<file path="config.mk">
export PLATFORM = sky130hd
export DESIGN_NAME = car_lane_engine_flat
export DESIGN_NICKNAME = d
export VERILOG_FILES = /design/src/rtl/car_lane_engine_pkg.sv /design/src/rtl/car_lane_engine_if.sv /design/src/rtl/car_lane_engine_car_lane.sv /design/src/rtl/car_lane_engine.sv /design/src/flat_wrapper.sv
export SDC_FILE = /design/constraint.sdc
export NUM_CORES = 1
export LEC_CHECK = 0
export CORE_MARGIN = 5
export CORE_UTILIZATION = 65
export CTS_CLUSTER_SIZE = 25
export DETAILED_ROUTE_END_ITERATION = 12
export HOLD_SLACK_MARGIN = 0.02
export PLACE_DENSITY = 0.9
export SYNTH_ARGS = -nofsm -noshare
export SYNTH_HDL_FRONTEND = slang
export SYNTH_HIERARCHICAL = 1
export SYNTH_SLANG_ARGS = --single-unit
</file>
<file path="constraint.sdc">
create_clock -name clk -period 5.75 [get_ports clk]
set_input_delay 0.8625 -clock clk [delete_from_list [all_inputs] [get_ports clk]]
set_output_delay 0.8625 -clock clk [all_outputs]
set_load 0.05 [all_outputs]
</file>
<file path="src/rtl/car_lane_engine_pkg.sv">
// rtl/car_lane_engine_pkg.sv - shared geometry constants and helpers for the car lane engine
package car_lane_engine_pkg;
  localparam int H_DISPLAY      = 640;
  localparam int CAR_WIDTH      = 32;
  localparam int CAR_HEIGHT     = 16;
  localparam int PLAYER_WIDTH   = 16;
  localparam int PLAYER_HEIGHT  = 16;
  localparam int LANE_Y0        = 320;
  localparam int LANE_PITCH     = 32;
  localparam int NUM_LANES_DEF  = 4;
  localparam int CARS_DEF       = 2;
  localparam int LANE_W         = (NUM_LANES_DEF > 1) ? $clog2(NUM_LANES_DEF) : 1;

  typedef logic [9:0] coord_t;
  typedef logic [LANE_W-1:0] lane_idx_t;

  // Cars of a lane are spread evenly; lane l is shifted so lanes do not line up.
  function automatic int reset_x(int lane, int car, int offset, int cars);
    return (lane * offset + car * H_DISPLAY / cars) % H_DISPLAY;
  endfunction
endpackage

</file>
<file path="src/rtl/car_lane_engine_if.sv">
// rtl/car_lane_engine_if.sv - video timing in, per-pixel car answer out
interface car_lane_engine_if;
  import car_lane_engine_pkg::*;
  logic      frame_start;
  coord_t    h_count;
  coord_t    v_count;
  logic      pixel_car;
  lane_idx_t pixel_lane;

  modport master (output frame_start, h_count, v_count, input pixel_car, pixel_lane);
  modport slave  (input frame_start, h_count, v_count, output pixel_car, pixel_lane);
endinterface

</file>
<file path="src/rtl/car_lane_engine_car_lane.sv">
// rtl/car_lane_engine_car_lane.sv - one lane: frame divider, car positions, wrap adder, hit test
module car_lane_engine_car_lane
  import car_lane_engine_pkg::*;
#(
  parameter int LANE      = 0,
  parameter int CARS      = 2,
  parameter int PERIOD    = 2,
  parameter int OFFSET    = 100,
  parameter int Y_TOP     = 320,
  parameter bit MOVE_LEFT = 1'b0
) (
  input  logic       clk,
  input  logic       rst_n,
  input  logic       frame_start,
  input  logic       enable,
  input  logic [8:0] step,
  input  coord_t     h,
  input  coord_t     v,
  output logic       hit
);
  localparam int DIV_W = (PERIOD > 1) ? $clog2(PERIOD) : 1;

  logic [DIV_W-1:0] div;
  logic             move;
  logic             in_row;
  logic [CARS-1:0]  car_hit;

  assign move = frame_start && enable && (div == DIV_W'(PERIOD - 1));

  always_ff @(posedge clk or negedge rst_n) begin
    if (!rst_n)                    div <= '0;
    else if (frame_start && enable) div <= move ? '0 : div + 1'b1;
  end

  for (genvar k = 0; k < CARS; k++) begin : g_car
    localparam coord_t X0 = coord_t'(reset_x(LANE, k, OFFSET, CARS));
    coord_t      x;
    logic [10:0] t;
    logic [10:0] nx;
    logic [10:0] d;

    always_comb begin
      t  = {1'b0, x} + {2'b0, step};
      nx = t;
      if (MOVE_LEFT)
        nx = ({1'b0, x} < {2'b0, step}) ? {1'b0, x} + 11'(H_DISPLAY) - {2'b0, step}
                                        : {1'b0, x} - {2'b0, step};
      else if (t >= 11'(H_DISPLAY))
        nx = t - 11'(H_DISPLAY);
    end

    always_ff @(posedge clk or negedge rst_n) begin
      if (!rst_n)    x <= X0;
      else if (move) x <= nx[9:0];
    end

    // Distance from car nose to pixel modulo the screen width, so tails wrap to the left edge.
    always_comb begin
      d = (h >= x) ? {1'b0, h} - {1'b0, x} : {1'b0, h} + 11'(H_DISPLAY) - {1'b0, x};
    end
    assign car_hit[k] = (d < 11'(CAR_WIDTH));
  end

  assign in_row = ({1'b0, v} >= 11'(Y_TOP)) && ({1'b0, v} < 11'(Y_TOP + CAR_HEIGHT)) &&
                  ({1'b0, h} < 11'(H_DISPLAY));
  assign hit    = in_row && (|car_hit);
endmodule

</file>
<file path="src/rtl/car_lane_engine.sv">
// rtl/car_lane_engine.sv - multi-lane traffic generator with pixel query and per-frame collision pulse
module car_lane_engine
  import car_lane_engine_pkg::*;
#(
  parameter int                     NUM_LANES     = NUM_LANES_DEF,
  parameter int                     CARS_PER_LANE = CARS_DEF,
  parameter int                     LANE_PERIOD   = 2,
  parameter logic [8*NUM_LANES-1:0] LANE_STEP     = {8'd20, 8'd32, 8'd20, 8'd32},
  parameter logic [NUM_LANES-1:0]   DIR_MASK      = 4'b1010,
  parameter int                     LANE_OFFSET   = 100
) (
  input  logic       clk,
  input  logic       rst_n,
  input  logic       enable,
  input  logic [2:0] level,
  input  coord_t     player_x,
  input  coord_t     player_y,
  output logic       collision,
  car_lane_engine_if.slave vid
);
  logic [NUM_LANES-1:0] lane_hit;
  lane_idx_t            lane_idx;
  logic                 in_player;
  logic                 overlap;
  logic                 flag;

  for (genvar l = 0; l < NUM_LANES; l++) begin : g_lane
    logic [8:0] step;
    assign step = {1'b0, LANE_STEP[8*l +: 8]} + {6'b0, level};

    car_lane_engine_car_lane #(
      .LANE      (l),
      .CARS      (CARS_PER_LANE),
      .PERIOD    (LANE_PERIOD),
      .OFFSET    (LANE_OFFSET),
      .Y_TOP     (LANE_Y0 + l * LANE_PITCH),
      .MOVE_LEFT (DIR_MASK[l])
    ) u_lane (
      .clk         (clk),
      .rst_n       (rst_n),
      .frame_start (vid.frame_start),
      .enable      (enable),
      .step        (step),
      .h           (vid.h_count),
      .v           (vid.v_count),
      .hit         (lane_hit[l])
    );
  end

  // Lowest lane index wins when rows overlap.
  always_comb begin
    lane_idx = '0;
    for (int l = NUM_LANES - 1; l >= 0; l--)
      if (lane_hit[l]) lane_idx = LANE_W'(l);
  end

  assign in_player = ({1'b0, vid.h_count} >= {1'b0, player_x}) &&
                     ({1'b0, vid.h_count} <  {1'b0, player_x} + 11'(PLAYER_WIDTH)) &&
                     ({1'b0, vid.v_count} >= {1'b0, player_y}) &&
                     ({1'b0, vid.v_count} <  {1'b0, player_y} + 11'(PLAYER_HEIGHT));
  assign overlap   = (|lane_hit) && in_player;

  always_ff @(posedge clk or negedge rst_n) begin
    if (!rst_n) begin
      vid.pixel_car  <= 1'b0;
      vid.pixel_lane <= '0;
      collision      <= 1'b0;
      flag           <= 1'b0;
    end else begin
      vid.pixel_car  <= |lane_hit;
      vid.pixel_lane <= lane_idx;
      if (vid.frame_start) begin
        collision <= flag;
        flag      <= overlap;
      end else begin
        collision <= 1'b0;
        if (overlap) flag <= 1'b1;
      end
    end
  end
endmodule

</file>
<file path="src/flat_wrapper.sv">
// flat-port wrapper written by rule: the top's interface ports become plain ports
module car_lane_engine_flat import car_lane_engine_pkg::*;
#(
  parameter int                     NUM_LANES     = NUM_LANES_DEF,
  parameter int                     CARS_PER_LANE = CARS_DEF,
  parameter int                     LANE_PERIOD   = 2,
  parameter logic [8*NUM_LANES-1:0] LANE_STEP     = {8'd20, 8'd32, 8'd20, 8'd32},
  parameter logic [NUM_LANES-1:0]   DIR_MASK      = 4'b1010,
  parameter int                     LANE_OFFSET   = 100
)
  (clk, rst_n, enable, level, player_x, player_y, collision, vid_frame_start, vid_h_count, vid_v_count, vid_pixel_car, vid_pixel_lane);
  car_lane_engine_if vid_i ();
  input  logic clk;
  input  logic rst_n;
  input  logic enable;
  input  logic [2:0] level;
  input  coord_t player_x;
  input  coord_t player_y;
  output logic collision;
  input wire logic [$bits(vid_i.frame_start)-1:0] vid_frame_start;
  input wire logic [$bits(vid_i.h_count)-1:0] vid_h_count;
  input wire logic [$bits(vid_i.v_count)-1:0] vid_v_count;
  output wire logic [$bits(vid_i.pixel_car)-1:0] vid_pixel_car;
  output wire logic [$bits(vid_i.pixel_lane)-1:0] vid_pixel_lane;
  assign vid_i.frame_start = vid_frame_start;
  assign vid_i.h_count = vid_h_count;
  assign vid_i.v_count = vid_v_count;
  assign vid_pixel_car = vid_i.pixel_car;
  assign vid_pixel_lane = vid_i.pixel_lane;
  car_lane_engine #(.NUM_LANES(NUM_LANES), .CARS_PER_LANE(CARS_PER_LANE), .LANE_PERIOD(LANE_PERIOD), .LANE_STEP(LANE_STEP), .DIR_MASK(DIR_MASK), .LANE_OFFSET(LANE_OFFSET)) u_core (.clk(clk), .rst_n(rst_n), .enable(enable), .level(level), .player_x(player_x), .player_y(player_y), .collision(collision), .vid(vid_i));
endmodule
</file>
==> results_dict.tcl <==
set metrics [dict create \
    dr_wl_met3_um 1740 \
    drc_errors 0 \
    grt_setup_unrepaired "false" \
    syn_inst 1767 \
    cts_hold_buffers 0 \
    start_kind "input port" \
    syn_area_per_cell_um2 8.07 \
    synth_flop_cell "dfrtp_1" \
    synth-edff-count 0 \
    arrival_ps 4990 \
    insertion_delay_ps 360 \
    async_reset_ff_share_pct 100 \
    synth_cell_types 104 \
    die_w_um 158 \
    p_sw_mw 4.06 \
    finClkSkew_ps 12.1 \
    die_h_um 158 \
    initial_utilization_pct 65.7 \
    io-pin-count 51 \
    n_antenna_cell 0 \
    dp_hpwl_um 28800 \
    ys_seq_elements 89 \
    vdd_drop_max_uv 329 \
    grtUsageTotal_pct 29.4 \
    htreeDepth 3 \
    drt-met1-wl_um 15400 \
    grt_max_degree 55 \
    intPower_mw 3.99 \
    clockBufferDepth 2 \
    clkPwrFrac_pct 8.8 \
    placementRows 54 \
    met2WireLength_um 18000 \
    cts_setup_buffers 0 \
    period_minus_slack_ps 4720 \
    post-route-period-util_pct 82.1 \
    hold_viol_final 0 \
    grt_first_pass_wirelength_um 60900 \
    p_comb_share_pct 76.1 \
    synth.most_common_cell "ha_1" \
    grt_antenna_before_repair 0 \
    synth.cell_area_um2 14300 \
    fmax_mhz 212 \
    synth.top_cells.by_count "ha_1, inv_1, nand2_1, o21ai_0, a21oi_1" \
    worstMarginPinSlew_ps 839 \
    clk_pin_slew_ps 70 \
    tns_ps 0 \
    cts-root-buf "clkbuf_16" \
    path_class "input port to register" \
    status "complete, no violations" \
    wl_um 36300 \
    cts.sinks 89 \
    crit_fanout 10 \
    port_buffers 50 \
    final_layout_size_suffix_gt1_share_pct 5.63 \
    ys_top_cells_by_area "ha_1, dfrtp_1, inv_1" \
    cts_tree "built" \
    cap_violations 0 \
    dr_total_vias 13300 \
    crit_path_end_kind "register" \
    hold_path_class "input port to asynchronous set/reset pin" \
    drt-pass1-iter-count 8 \
    area_growth_pct 9.46 \
    whs_ps 472 \
    slew_headroom_pct 44.1 \
    r2r_setup_slack_ps 2000 \
    drt-initial-drc-count 1035 \
    vias_per_cell 6.19 \
    swShare_pct 50.5 \
    yosysTopAreaCellShare_pct 22.6 \
    synth-seq-area-share_pct 15.8 \
    grt_overflow 0 \
    core-area_um2 21700 \
    fillers 1562 \
    die_area_um2 25000 \
    yosys.area.top_type "ha_1" \
    leakage_nw 7.44 \
    dpl_worst_slack_ps 742 \
    required_ps 6020 \
    top_layer "met4" \
    globalplace.congestion 0.970 \
    first_global_vias 13100 \
    synth-warning-count 6 \
    routedWlPerCell_um 16.9 \
    cts_resized 0 \
    power_per_cell_area_nw_per_um2 516 \
    ant_nets 0 \
    final-setup-viol-count 0 \
    drv_slew 0 \
    seqPwrFrac_pct 15.1 \
    setup_ws_ps 1030 \
    cts_buffers 9 \
    finalCoreUtilization_pct 71.9 \
    nets 2201 \
]
-- metrics by stage --
| step | std cells | area, µm² | power [mW] |
|---|---|---|---|
| floorplan | 1815 | 14400 | 5.94 |
| global placement | 2129 | 15300 | 6.86 |
| detailed placement | 2129 | 15300 | 7.15 |
| CTS | 2145 | 15600 | 7.91 |
| global route | 2145 | 15600 | 8.81 |
| finish | 2145 | 15600 | 8.05 |
-- critical path, stage by stage --
cell             delay [ps]
clkdlybuf4s50_1         870
ha_1                    350
and3_1                  210
o21a_1                  140
o311ai_0                730
nor4bb_1                360
a21o_1                  120
a22o_1                  110
o2111ai_1               100
a31oi_1                 390
nor4_1                  120
a311o_1                 330
o32ai_2                 270
-- power groups by stage --
stage	combinational, mW	sequential, mW	clock [mW]
after floorplan	4.80	1.14	0
after global placement	5.65	1.20	0
after detailed placement	5.93	1.22	0
after CTS	5.99	1.21	0.714
after global routing	6.81	1.26	0.736
final	6.12	1.22	0.710
-- registers in the layout, summed over array words and instances (netlist names) --
| signal | flops |
|---|---|
| u_core/g_lane.u_lane/g_car.x | 80 |
| u_core/g_lane.u_lane/div | 4 |
| u_core/vid.pixel_lane | 2 |
| u_core/collision | 1 |
| u_core/flag | 1 |
| u_core/vid.pixel_car | 1 |
-- cell type report --
type                    count  area [µm²]  area share [%]
clock buffers              11         233            1.49
clock inverters             5         104           0.666
well taps                 280         350            2.25
flip-flops and latches     89        2260            14.5
repair buffers             65         611            3.91
inverters                 225         845            5.41
multi-input cells        1470       11200            71.8
-- layout by cell type (no fill, tap or decap), drive strengths merged, types with 8 or more instances in the layout --
cell             n
nor2            90
nand4            8
and3            14
clkdlybuf4s50   49
xnor2           51
o2111ai          9
fa              36
o21bai          26
clkbuf          11
xor2            58
mux2i           20
or3              9
nor4            12
o22ai            8
nand2b          21
buf             16
nor3            30
a211oi          20
dfstp           23
ha             258
nand2          169
dfrtp           66
o21a            17
o211ai          15
conb            50
a21oi          122
nand4b          11
or2              8
nor2b           25
a21o            39
o31ai            9
o21ai          144
inv            224
a31oi           21
nand3           38
-- logic make-up (layout without fill, tap and decap cells) --
family                     count (synthesis)  in the layout  share of synthesized area [%]
buffers and inverters                    256            306                           6.83
xor gates and xnor gates                 109            109                           6.83
adders and majority gates                294            294                           27.7
muxes                                     24             24                           1.72
and+or+nand+nor                          476            476                           16.7
AOI/OAI and AO/OA                        517            517                           24.3
other                                      2             50                         0.0527
DFF                                       89             89                           15.8
-- path summary, 6_finish.rpt --
check                                                                  start                                           endpoint  cells past startpoint
setup / recovery                                              vid_h_count[4]                            u_core/flag$_DFFE_PN0P_                     13
hold / removal                                                         rst_n  u_core/g_lane[3].u_lane/g_car[1].x[7]$_DFFE_PN0P_                      1
setup reg to reg           u_core/g_lane[0].u_lane/g_car[0].x[1]$_DFFE_PN0P_                            u_core/flag$_DFFE_PN0P_                     13
hold reg to reg                      u_core/g_lane[3].u_lane/div$_DFFE_PN0P_            u_core/g_lane[3].u_lane/div$_DFFE_PN0P_                      1
max in group asynchronous                                              rst_n  u_core/g_lane[2].u_lane/g_car[1].x[2]$_DFFE_PN0P_                      2
min in group clk                     u_core/g_lane[3].u_lane/div$_DFFE_PN0P_            u_core/g_lane[3].u_lane/div$_DFFE_PN0P_                      1
-- metal layers --
layer  vias up  track usage [%]
met5         -                0
met4         0             10.8
met3        82             2.76
met2       464             53.3
met1      6297             36.2
li1       6426                -
(Power assumes the default switching activity.)
